### src/rtl/fighter_player.sv
// One fighter: tracks location, health, regen and an ACTIVE/AIR/STUNNED/KO
// action state machine, and resolves the opponent's attacks. All outputs are registered.
module fighter_player #(
  parameter int SIDE        = 1,
  parameter int POS_W       = 3,
  parameter int ARENA_MAX   = 2,
  parameter int HP_W        = 3,
  parameter int HP_INIT     = 3,
  parameter int HP_MAX      = 7,
  parameter int PUNCH_DMG   = 2,
  parameter int KICK_DMG    = 1,
  parameter int PUNCH_RANGE = 0,
  parameter int KICK_RANGE  = 1,
  parameter int REGEN_WAIT  = 2,
  parameter int STUN_CYCLES = 2,
  parameter int JUMP_CYCLES = 2
) (
  input  logic             clk,
  input  logic             rst_n,
  input  logic             freeze,
  input  logic [5:0]       own_cmd,
  input  logic [5:0]       opp_cmd,
  input  logic [POS_W-1:0] opp_loc,
  output logic [POS_W-1:0] loc_out,
  output logic [HP_W-1:0]  hp_out,
  output logic [1:0]       state_out,
  output logic             hit_pulse,
  output logic             ko
);

  localparam int GW = POS_W + 1;

  localparam logic [5:0] OP_MR    = 6'b100000;
  localparam logic [5:0] OP_ML    = 6'b010000;
  localparam logic [5:0] OP_WAIT  = 6'b001000;
  localparam logic [5:0] OP_JUMP  = 6'b000100;
  localparam logic [5:0] OP_KICK  = 6'b000010;
  localparam logic [5:0] OP_PUNCH = 6'b000001;
  localparam logic [5:0] OP_AWAY   = (SIDE == 1) ? OP_MR : OP_ML;
  localparam logic [5:0] OP_TOWARD = (SIDE == 1) ? OP_ML : OP_MR;

  localparam logic [1:0] ST_ACTIVE = 2'd0;
  localparam logic [1:0] ST_AIR    = 2'd1;
  localparam logic [1:0] ST_STUN   = 2'd2;
  localparam logic [1:0] ST_KO     = 2'd3;

  localparam logic [POS_W-1:0] L_AMAX   = POS_W'(ARENA_MAX);
  localparam logic [GW-1:0]    L_PRANGE = GW'(PUNCH_RANGE);
  localparam logic [GW-1:0]    L_KRANGE = GW'(KICK_RANGE);
  localparam logic [HP_W-1:0]  L_HPINIT = HP_W'(HP_INIT);
  localparam logic [HP_W-1:0]  L_HPMAX  = HP_W'(HP_MAX);
  localparam logic [HP_W-1:0]  L_PDMG   = HP_W'(PUNCH_DMG);
  localparam logic [HP_W-1:0]  L_KDMG   = HP_W'(KICK_DMG);
  localparam logic [7:0]       L_REGEN  = 8'(REGEN_WAIT);
  localparam logic [7:0]       L_STUN   = 8'(STUN_CYCLES);
  localparam logic [7:0]       L_JUMP   = 8'(JUMP_CYCLES);

  logic [POS_W-1:0] r_loc;
  logic [HP_W-1:0]  r_hp;
  logic [1:0]       r_state;
  logic             r_hit;
  logic             r_ko;
  logic [7:0]       r_wait_cnt;
  logic [7:0]       r_stun_cnt;
  logic [7:0]       r_air_cnt;

  logic [GW-1:0]   w_gap;
  logic            w_opp_punch;
  logic            w_opp_kick;
  logic            w_attack;
  logic            w_clash;
  logic            w_block;
  logic [HP_W-1:0] w_dmg;
  logic [HP_W-1:0] w_hp_hit;

  // Locations are distances from centre, so the gap between players is their sum.
  assign w_gap       = {1'b0, r_loc} + {1'b0, opp_loc};
  assign w_opp_punch = (opp_cmd == OP_PUNCH);
  assign w_opp_kick  = (opp_cmd == OP_KICK);
  assign w_attack    = (w_opp_punch && (w_gap <= L_PRANGE)) ||
                       (w_opp_kick  && (w_gap <= L_KRANGE));
  assign w_clash     = (w_opp_punch && own_cmd == OP_PUNCH) ||
                       (w_opp_kick  && own_cmd == OP_KICK);
  assign w_block     = w_opp_kick && (own_cmd == OP_PUNCH);
  assign w_dmg       = w_opp_punch ? L_PDMG : L_KDMG;
  assign w_hp_hit    = (r_hp > w_dmg) ? (r_hp - w_dmg) : '0;

  always_ff @(posedge clk) begin
    if (!rst_n) begin
      r_loc      <= L_AMAX;
      r_hp       <= L_HPINIT;
      r_state    <= ST_ACTIVE;
      r_hit      <= 1'b0;
      r_ko       <= 1'b0;
      r_wait_cnt <= '0;
      r_stun_cnt <= '0;
      r_air_cnt  <= '0;
    end else if (freeze) begin
      r_hit <= 1'b0;
    end else begin
      r_hit <= 1'b0;
      case (r_state)
        ST_ACTIVE: begin
          if (w_attack && own_cmd != OP_JUMP) begin
            r_wait_cnt <= '0;
            if (w_clash) begin
              if (r_loc < L_AMAX) r_loc <= r_loc + 1'b1;
            end else if (!w_block) begin
              r_hp  <= w_hp_hit;
              r_hit <= 1'b1;
              if (w_hp_hit == '0) begin
                r_state <= ST_KO;
                r_ko    <= 1'b1;
              end else begin
                r_state    <= ST_STUN;
                r_stun_cnt <= L_STUN;
              end
            end
          end else if (own_cmd == OP_JUMP) begin
            r_wait_cnt <= '0;
            r_state    <= ST_AIR;
            r_air_cnt  <= L_JUMP;
          end else if (own_cmd == OP_WAIT) begin
            if ((r_wait_cnt + 8'd1) >= L_REGEN) begin
              r_wait_cnt <= '0;
              if (r_hp < L_HPMAX) r_hp <= r_hp + 1'b1;
            end else begin
              r_wait_cnt <= r_wait_cnt + 8'd1;
            end
          end else begin
            r_wait_cnt <= '0;
            if (own_cmd == OP_TOWARD && r_loc != '0) r_loc <= r_loc - 1'b1;
            else if (own_cmd == OP_AWAY && r_loc < L_AMAX) r_loc <= r_loc + 1'b1;
          end
        end
        // Leaving on the decrement to zero gives exactly N cycles in the state.
        ST_AIR: begin
          if (r_air_cnt <= 8'd1) begin
            r_air_cnt <= '0;
            r_state   <= ST_ACTIVE;
          end else begin
            r_air_cnt <= r_air_cnt - 8'd1;
          end
        end
        ST_STUN: begin
          if (r_stun_cnt <= 8'd1) begin
            r_stun_cnt <= '0;
            r_state    <= ST_ACTIVE;
          end else begin
            r_stun_cnt <= r_stun_cnt - 8'd1;
          end
        end
        default: begin
        end
      endcase
    end
  end

  assign loc_out   = r_loc;
  assign hp_out    = r_hp;
  assign state_out = r_state;
  assign hit_pulse = r_hit;
  assign ko        = r_ko;

endmodule

### config.mk
export PLATFORM = sky130hd
export DESIGN_NAME = fighter_player
export DESIGN_NICKNAME = d
export VERILOG_FILES = /design/src/rtl/fighter_player.sv
export SDC_FILE = /design/constraint.sdc
export NUM_CORES = 1
export LEC_CHECK = 0
export ABC_AREA = 1
export CAP_MARGIN = 20
export CORE_MARGIN = 2
export CORE_UTILIZATION = 55
export DETAILED_ROUTE_END_ITERATION = 10
export PLACE_DENSITY_LB_ADDON = 0.3
export SLEW_MARGIN = 20
export SYNTH_ARGS = -nofsm -noshare
export SYNTH_HDL_FRONTEND = slang
export SYNTH_SLANG_ARGS = --single-unit
### constraint.sdc
create_clock -name clk -period 2.9 [get_ports clk]
set_input_delay 0.725 -clock clk [delete_from_list [all_inputs] [get_ports clk]]
set_output_delay 0.725 -clock clk [all_outputs]
set_load 0.01 [all_outputs]
==> results.toml <==
[status]
status = "complete, no violations"

[placed_design]
detailed_place.area_um2 = 2890
dp.final_hpwl_um = 4050
place.port_buffers = 27
gpl.final_weighted_congestion = 0.854
placement.setup.worst_slack_ns = -0.200

[flow_run]
timing.max_cap.violations = 0

[clock_tree]
cts.clk_slew.worst_paths_ns = 0.07
numClockSinks = 34
tritoncts = "yes"
cts.hold.buffers_added = 0
clock-root-buffer = "sky130_fd_sc_hd__clkbuf_8"
insertion_delay_ns = 0.29
htree_num_levels = 2
clk_path_buf_depth = 2
tritoncts.num_buffers = 5

[worst_hold_path]
min-delay-path-class = "flop to flop"
timing.hold.worst_endpoint = "r_wait_cnt[3]"
holdPathStages = 2
hold_path_startpoint = "r_wait_cnt[3]"

[power_and_ir_drop]
total_leakage_power_nw = 1.38
cellPowerDensity_nw_per_um2 = 402
pwr-share-clk_pct = 30.2
switching_share_pct = 33.2
power.combinational.fraction_pct = 27.7
peakVddDrop_mv = 0.414
switching_power_w = 0.000401
internal_power_w = 0.000805
share_seq_of_total_power_pct = 42.1

[yosys]
netlist_area_um2 = 2470
post-synth-top-area-fraction_pct = 27.6
synth_enable_flop_cells = 0
synth_top_area_cell = "sky130_fd_sc_hd__dfxtp_1"
yosysSeqAreaShare_pct = 27.6
synth.net_count = 395
yosys_warnings = 0
yosys.cell_types.count = 36
netlist_instances = 356
ys_ff_latch = 34
ys.flop_type = "sky130_fd_sc_hd__dfxtp_1"
avgSynthCellArea_um2 = 6.93
async_reset_ff_share_pct = 0
ys_top_cells_by_area = "sky130_fd_sc_hd__dfxtp_1 28%, sky130_fd_sc_hd__nand2_1 11%, sky130_fd_sc_hd__ha_1 9.6%"

[layout]
design_area_um2 = 3000
final_layout_size_suffix_gt1_share_pct = 16.9
layout.nets = 440
area_growth_from_synthesis_to_final_layout_pct = 21.7
multi_input_area_um2 = 1590
regArea_um2 = 681
num_antenna_cells = 0
fillerInstances = 362

[routing]
ant_nets = 0
viasPerCell = 5.16
drt_drc_violations_left = 0
routed_wirelength_um = 5210
detailedRoute.firstPassIterationCount = 4
wl_per_cell_um = 11.5
drt_iter0_drc = 104
dr_total_vias = 2344

[grt]
groute.usage.overall_pct = 22.7
grt_pass1_wl_um = 9240
grt_antenna_before_repair = 0
first_global_vias = 2135
global_route.overflow_total = 0
grt_start_max_net_pins = 22

[sta]
slew_violations = 0
setup_violations = 0
layout_min_cycle_time_ns = 2.74
final_critical_path_setup_slack_ns = 0.156
post-route-period-util_pct = 94.6
slew-limit-headroom_pct = 53.3
clock.fmax_ghz = 0.364
worst_pin_slew_ns = 0.699
timing.final.hold_violations = 0
fin_worst_skew_ns = 0.00704

[worst_setup_path]
crit_path_start_kind = "input port"
critical_path_arrival_ns = 2.96
worstSetupEndpointType = "flop"
criticalPathCategory = "input port to flop"
worstReg2RegStart = "loc_out[0]"
reg2reg_slack_ns = 0.59
critical_path.reg2reg.endpoint = "hp_out[1]"
worst-path-max-fanout = 10
critPathRequiredTime_ns = 3.11
worst_case_reg_to_reg_path_depth = 12

[floorplanning]
die-area_um2 = 5040
placement_rows = 24
die_height_um = 71.0
floorplan.initialDensity_pct = 57.0
io_pins = 28
die_width_um = 71.0
coreArea_um2 = 4320
## synth_stat cells (2+ instances only)
| cell type | count |
|---|---|
| sky130_fd_sc_hd__nand2_1 | 69 |
| sky130_fd_sc_hd__nor2_1 | 46 |
| sky130_fd_sc_hd__inv_1 | 41 |
| sky130_fd_sc_hd__dfxtp_1 | 34 |
| sky130_fd_sc_hd__nand3_1 | 31 |
| sky130_fd_sc_hd__ha_1 | 19 |
| sky130_fd_sc_hd__a21oi_1 | 17 |
| sky130_fd_sc_hd__nor3_1 | 15 |
| sky130_fd_sc_hd__xor2_1 | 9 |
| sky130_fd_sc_hd__o21ai_0 | 8 |
| sky130_fd_sc_hd__inv_2 | 7 |
| sky130_fd_sc_hd__nand2_2 | 7 |
| sky130_fd_sc_hd__nor2_2 | 7 |
| sky130_fd_sc_hd__nor2_4 | 5 |
| sky130_fd_sc_hd__a21oi_2 | 4 |
| sky130_fd_sc_hd__nand4_1 | 4 |
| sky130_fd_sc_hd__xnor2_1 | 4 |
| sky130_fd_sc_hd__clkbuf_1 | 3 |
| sky130_fd_sc_hd__nand3_2 | 3 |
| sky130_fd_sc_hd__clkinv_1 | 2 |
| sky130_fd_sc_hd__fa_1 | 2 |
| sky130_fd_sc_hd__nand2_4 | 2 |
| sky130_fd_sc_hd__nor4_1 | 2 |
| sky130_fd_sc_hd__o21ai_1 | 2 |
| sky130_fd_sc_hd__or2_1 | 2 |
## sequential cells by signal, indices dropped and copies added, names as in the netlist
register,flops
r_air_cnt,8
state_out,2
ko,1
r_stun_cnt,8
loc_out,3
hp_out,3
hit_pulse,1
r_wait_cnt,8
## repair_timing
item	CTS	global route
gates resized for setup	0	4
setup buffers	0	1
endpoints found under the setup margin	0	12
## per-layer routing
metal  global-route usage [%]  vias up  part of all wire (%)
met5                        0        -                     0
met4                     7.13        0                   1.4
met3                     4.27        8                   3.8
met2                     38.4       46                    47
met1                     29.2     1054                    47
li1                         -     1236                     -
## how the worst max path moves through the flow
stage	from	endpoint	slack, ns	cells past startpoint
floorplan	opp_cmd[3]	r_stun_cnt[3]	0.48	12
global placement	opp_loc[0]	hp_out[1]	-0.10	13
detailed placement	opp_cmd[0]	r_stun_cnt[7]	-0.20	14
CTS	opp_cmd[0]	r_stun_cnt[0]	0.09	14
global route	opp_cmd[0]	r_stun_cnt[7]	-0.00009	14
finish	opp_cmd[0]	r_stun_cnt[0]	0.16	14
## power by group through the flow
stage / clock (W) / combinational [W] / sequential (W)
floorplan: 0 / 0.000237 / 0.000515
global placement: 0 / 0.000322 / 0.000517
detailed placement: 0 / 0.000331 / 0.000518
CTS: 0.000376 / 0.000333 / 0.000508
global route: 0.000393 / 0.000378 / 0.000510
finish: 0.000364 / 0.000335 / 0.000508
## worst max-delay path, cell delays in order
cell and delay [ns]:
sky130_fd_sc_hd__clkdlybuf4s50_1 0.48, sky130_fd_sc_hd__inv_1 0.05, sky130_fd_sc_hd__nor2_2 0.10, sky130_fd_sc_hd__nand3_1 0.11
sky130_fd_sc_hd__ha_1 0.21, sky130_fd_sc_hd__inv_2 0.07, sky130_fd_sc_hd__fa_1 0.46, sky130_fd_sc_hd__o21ai_2 0.18
sky130_fd_sc_hd__nand3_2 0.10, sky130_fd_sc_hd__nand2_2 0.09, sky130_fd_sc_hd__inv_4 0.07, sky130_fd_sc_hd__nand2_4 0.10
sky130_fd_sc_hd__nand2_1 0.07, sky130_fd_sc_hd__a21oi_1 0.14
## stage by stage
stage               utilization, %  hold slack [ns]  total power (W)  cells  setup TNS [ns]
floorplan                        -            0.436         0.000752    356               0
global placement              66.8            0.449         0.000839    445          -0.964
detailed placement            66.8            0.451         0.000849    445           -2.40
CTS                           69.0            0.461          0.00122    453               0
global route                  69.4            0.489          0.00128    454      -0.0000939
finish                        69.4            0.460          0.00121    454               0
## layout make-up
type,count,area share [%]
multi-input combinational,268,53.0
sequential,34,22.7
timing repair buffer,41,12.5
inverter,51,6.46
clock buffer,6,2.75
tap,52,2.17
clock inverter,2,0.417
## logic make-up after synthesis
family / synth area share (%)
AOI/OAI and AO/OA: 8.93
xor gates and xnor gates: 4.62
adders and majority gates: 11.3
buffers and inverters: 8.32
DFF: 27.6
and+or+nand+nor: 39.3
## layout by cell type, fill, tap and decap left out, drive strengths merged, types with 2 or more instances in the layout
cell and instances:
nor3 15, nor2 58, buf 14, dfxtp 34, nand3 34, or2 3, nor3b 2, clkinv 3
clkbuf 6, a21oi 21, o21ai 11, nor4 2, clkdlybuf4s50 27, nand2 78, nand4 6, xnor2 4
inv 49, fa 2, ha 19, xor2 9
Power figures use the tool's default switching activity.
